`config.mk`:
```
export PLATFORM = sky130hd
export DESIGN_NAME = mem_arbiter
export DESIGN_NICKNAME = d
export VERILOG_FILES = /design/src/rtl/mem_arbiter.sv
export SDC_FILE = /design/constraint.sdc
export NUM_CORES = 1
export LEC_CHECK = 0
export ABC_AREA = 1
export CAP_MARGIN = 40
export CORE_AREA = 2 2 105 107
export DETAILED_ROUTE_END_ITERATION = 16
export DIE_AREA = 0 0 107 109
export PLACE_DENSITY = 0.66
export SKIP_LAST_GASP = 1
export SLEW_MARGIN = 30
export SYNTH_ARGS = -nofsm -noshare
export SYNTH_HDL_FRONTEND = slang
export SYNTH_SLANG_ARGS = --single-unit
```
`constraint.sdc`:
```
create_clock -name CLK -period 1.9 [get_ports CLK]
set_input_delay 0.38 -clock CLK [delete_from_list [all_inputs] [get_ports CLK]]
set_output_delay 0.38 -clock CLK [all_outputs]
set_load 0.01 [all_outputs]
```
`src/rtl/mem_arbiter.sv`:
```
// Two-requester RAM arbiter: data cache has priority, bounded by a starvation
// counter that forces an instruction grant after STARVE_LIMIT data completions.
module mem_arbiter #(
  parameter int STARVE_LIMIT = 4,
  parameter int WORD_W       = 32
) (
  input  logic              CLK,
  input  logic              nRST,
  input  logic              iREN,
  input  logic [WORD_W-1:0] iaddr,
  input  logic              dREN,
  input  logic              dWEN,
  input  logic [WORD_W-1:0] daddr,
  input  logic [WORD_W-1:0] dstore,
  input  logic [1:0]        ramstate,
  input  logic [WORD_W-1:0] ramload,
  output logic              iwait,
  output logic              dwait,
  output logic [WORD_W-1:0] iload,
  output logic [WORD_W-1:0] dload,
  output logic [WORD_W-1:0] ramaddr,
  output logic [WORD_W-1:0] ramstore,
  output logic              ramREN,
  output logic              ramWEN,
  output logic              ramerr
);

  localparam int            CW        = $clog2(STARVE_LIMIT + 1);
  localparam logic [CW-1:0] LIMIT     = CW'(STARVE_LIMIT);
  localparam logic [1:0]    RS_ACCESS = 2'b10;
  localparam logic [1:0]    RS_ERROR  = 2'b11;

  typedef enum logic [1:0] {IDLE, IGNT, DGNT} state_t;

  state_t        state_q, state_d;
  logic [CW-1:0] starve_cnt_q, starve_cnt_d;
  logic          dreq, starving, i_done, d_done;

  assign dreq     = dREN | dWEN;
  assign starving = iREN && (starve_cnt_q == LIMIT);

  // RAM-side outputs are decoded from the current grant and live requester
  // inputs so a dropped request or a completion is seen in the same cycle.
  always_comb begin
    state_d      = state_q;
    starve_cnt_d = starve_cnt_q;
    ramREN       = 1'b0;
    ramWEN       = 1'b0;
    ramaddr      = '0;
    ramstore     = '0;
    iload        = '0;
    dload        = '0;
    ramerr       = 1'b0;
    iwait        = iREN;
    dwait        = dreq;
    i_done       = 1'b0;
    d_done       = 1'b0;
    case (state_q)
      IDLE: begin
        if (dreq && !starving) state_d = DGNT;
        else if (iREN)         state_d = IGNT;
      end
      IGNT: begin
        ramaddr = iaddr;
        if (!iREN) begin
          state_d = IDLE;
        end else begin
          ramREN = 1'b1;
          if (ramstate == RS_ACCESS) begin
            i_done  = 1'b1;
            iwait   = 1'b0;
            iload   = ramload;
            state_d = IDLE;
          end else if (ramstate == RS_ERROR) begin
            ramerr  = 1'b1;
            state_d = IDLE;
          end
        end
      end
      DGNT: begin
        ramaddr  = daddr;
        ramstore = dstore;
        if (!dreq) begin
          state_d = IDLE;
        end else begin
          ramWEN = dWEN;
          ramREN = dREN & ~dWEN;
          if (ramstate == RS_ACCESS) begin
            d_done  = 1'b1;
            dwait   = 1'b0;
            dload   = ramload;
            state_d = IDLE;
          end else if (ramstate == RS_ERROR) begin
            ramerr  = 1'b1;
            state_d = IDLE;
          end
        end
      end
      default: state_d = IDLE;
    endcase
    if (!iREN || i_done)
      starve_cnt_d = '0;
    else if (d_done && starve_cnt_q != LIMIT)
      starve_cnt_d = starve_cnt_q + CW'(1);
  end

  always_ff @(posedge CLK) begin
    if (!nRST) begin
      state_q      <= IDLE;
      starve_cnt_q <= '0;
    end else begin
      state_q      <= state_d;
      starve_cnt_q <= starve_cnt_d;
    end
  end

endmodule

```
==> impl_metrics.py <==
metrics = {
    "final_layout": {
        "final_core_util_pct": 45.70,
        "area_delta_synth_final_pct": 204.2,
        "final_cells": 782,
        "drive_above_1_share_pct": 26.09,
        "nets": 782,
    },
    "clocking": {
        "cts_made_buffers": 3,
        "ctsHoldBuffers": 0,
        "ctsRootBufferMaster": "clkbuf_8",
        "insertion_delay_ns": 0.22,
        "cts_tree": "done",
        "cts.clk_slew.worst_paths_ns": 0.04,
        "clock_path_buffers": 2,
        "cts_sinks": 5,
        "htreeDepth": 1,
    },
    "die": {
        "die_h_microns": 109,
        "ios": 268,
        "die-width_microns": 107,
        "die_area_sq_mm": 0.01166,
        "row_count": 38,
        "start_util_pct": 15.02,
        "core_region_area_sq_mm": 0.01060,
    },
    "setup_path": {
        "cp_num_buf_inv": 4,
        "crit_slowest_cell": "dfxtp_4",
        "path_cells": "inv_4, ha_4, buf_4, buf_12, nand2_1, a21oi_1, dlygate4sd2_1",
        "crit_type": "flip-flop to output port",
        "r2r_slack_ns": 0.40,
        "critPathCaptureType": "output port",
        "cp.required_ns": 1.52,
        "slowest_delay_ns": 0.36,
        "critical_path.top_delay_family": "buffers and inverters",
        "worst-path-max-fanout": 17,
        "cp_data_arrival_time_ns": 1.58,
        "cp-start-kind": "flip-flop",
    },
    "route": {
        "vias_per_cell": 4.009,
        "route.detailed.drc": 0,
        "routed_wl_microns": 10230,
        "wl_per_cell_microns": 13.08,
        "firstDrtPassIters": 4,
        "ant_nets": 0,
        "dr.first_iter.drc_count": 110,
        "vias": 3135,
    },
    "global_route": {
        "overflow": 0,
        "grt_pass1_vias": 2936,
        "grt_usage_pct": 15.10,
        "grt_pass1_wl_microns": 14210,
        "grt_max_degree": 34,
        "antenna_found_initial": 2,
    },
    "logic_synthesis": {
        "synth_top_area_share_pct": 28.75,
        "synth_area_leaders": "nand2_1 29%, inv_1 19%, nor2_1 16%, a21oi_1 12%, dfxtp_1 6.3%",
        "synth_area_sq_mm": 0.001593,
        "synth_warnings": 0,
        "syn_nets": 496,
        "ys_seq_area_share_pct": 6.284,
        "synth.distinct_cells": 18,
        "synth.largest_area_cell": "nand2_1",
        "ys_ff_latch": 5,
        "avgSynthCellArea_sq_um": 4.487,
        "synth_cells": 355,
    },
    "power": {
        "p_per_area_mw_per_mm2": 271.1,
        "peakVddDrop_v": 0.0002627,
        "power.leakage_uw": 0.002643,
    },
    "timing": {
        "finClkSkew_ns": 0.001542,
        "fin_crit_sh_pct": 103.0,
        "fin_crit_ns": 1.957,
        "setup_viol": 30,
        "worstMarginPinSlew_ns": 0.2557,
        "grt_setup_unrepaired": "true",
        "setup_slack_ns": -0.05718,
        "fmax_mhz": 510.9,
        "relSlewSlack_pct": 82.95,
        "slew_viol_final": 0,
        "hold_violations": 0,
    },
    "placed_design": {
        "port_buffers": 267,
        "dp_cells": 764,
        "hpwl_microns": 7999,
        "place.gp.congestion": 0.7976,
    },
    "run_status": {
        "violations": "negative setup slack",
        "status": "finished, violations left",
    },
    "flow_run": {
        "cap_viol_max_count": 0,
    },
    "min_path": {
        "min_path_type": "flip-flop to flip-flop",
    },
}
[cell families after synthesis]
logic type	synth area share, %
XOR/XNOR	0.5500
buffers and inverters	26.16
AND/OR/NAND/NOR	50.35
AO/OA/AOI/OAI	11.94
adder cells (fa/ha/maj)	4.713
flip-flops	6.285
[metal layers]
layer	track usage (%)	wire length, microns	vias to the layer above
met5	0	7	-
li1	-	-	1586
met1	15.44	3789	1391
met3	4.603	886	14
met4	2.968	144	2
met2	30.16	5398	142
[sequential cells by signal, indices dropped and copies added (netlist names)]
register and flops:
starve_cnt_q 3, state_q 2
[layout make-up]
cell class | instances | area (sq um)
tap | 140 | 175.2
timing repair buffer | 302 | 2860
inverter | 81 | 306.5
sequential | 5 | 105.1
antenna | 2 | 5.005
fill | 1064 | 5757
clock buffer | 4 | 45.04
multi-input combinational | 248 | 1349
[cells in the mapped netlist (all sizes together)]
master    n
buf      18
nand2   124
xor2      1
nand3     8
a21oi    38
ha        6
dfxtp     5
clkbuf    3
nor2     71
clkinv    1
inv      80
[worst register-to-register path, cell delays in order, from the launching register on]
cell,delay [ns]
dfxtp_2,0.32
buf_4,0.14
ha_4,0.18
nand2_2,0.09
nand2_2,0.08
buf_4,0.13
buf_4,0.13
nand3_2,0.08
clkinv_1,0.10
nand2_1,0.07
a21oi_1,0.06
[path summary, 6_finish.rpt]
kind	from	end	depth (start not counted)
min	starve_cnt_q[1]$_SDFFE_PP0P_	starve_cnt_q[1]$_SDFFE_PP0P_	2
max	state_q[0]$_SDFFE_PN0P_	ramaddr[5]	7
max reg2reg	state_q[1]$_SDFFE_PN0P_	starve_cnt_q[0]$_SDFFE_PP0P_	10
min reg2reg	starve_cnt_q[1]$_SDFFE_PP0P_	starve_cnt_q[1]$_SDFFE_PP0P_	2
[timing repair]
action                                 in CTS  in global routing
pin swaps                                   2                  5
cloned                                      1                  4
gates resized for setup                   313                176
buffers inserted                            3                  6
setup endpoints to repair                 133                126
endpoints found under the hold margin       0                  0
[cells in the final DEF, fill, tap and decap left out]
cell type,n
clkdlybuf4s15_1,16
dfxtp_4,1
clkdlybuf4s15_2,1
buf_6,31
clkbuf_1,1
a21oi_1,32
clkbuf_8,3
ha_1,3
inv_4,1
buf_12,8
buf_8,1
nor2_2,3
clkbuf_16,3
dfxtp_2,1
inv_1,77
clkinv_1,1
nand3_1,6
clkbuf_2,17
ha_4,3
a21oi_2,6
nand3_4,1
nor2_1,42
inv_2,2
nand2_4,1
xor2_1,1
nand2_1,117
nor2_4,26
buf_2,30
diode_2,2
clkdlybuf4s50_1,129
nand3_2,1
dlymetal6s2s_1,3
buf_4,21
dfxtp_1,3
dlygate4sd2_1,42
nand2_2,6
[through the flow]
stage | setup TNS (ns) | total power, uW | setup WS (ns) | area [sq um] | hold WS [ns]
after floorplan | 0 | 419.8 | 0.2597 | 1593 | 0.4567
after detailed placement | -43.30 | 1047 | -0.5705 | 4566 | 0.4826
after CTS | -3.712 | 1225 | -0.1510 | 4463 | 0.4863
after global placement | -40.73 | 1035 | -0.5560 | 4566 | 0.4705
final | -0.8451 | 1314 | -0.05718 | 4846 | 0.4883
after global routing | -6.074 | 1412 | -0.1605 | 4841 | 0.5087
[where the power goes]
group          switching (uW)  leakage, uW  internal [uW]
clock network            52.4    0.0000228            144
logic                     443      0.00258            560
registers                4.83    0.0000417            110
Power figures use the tool's default switching activity.
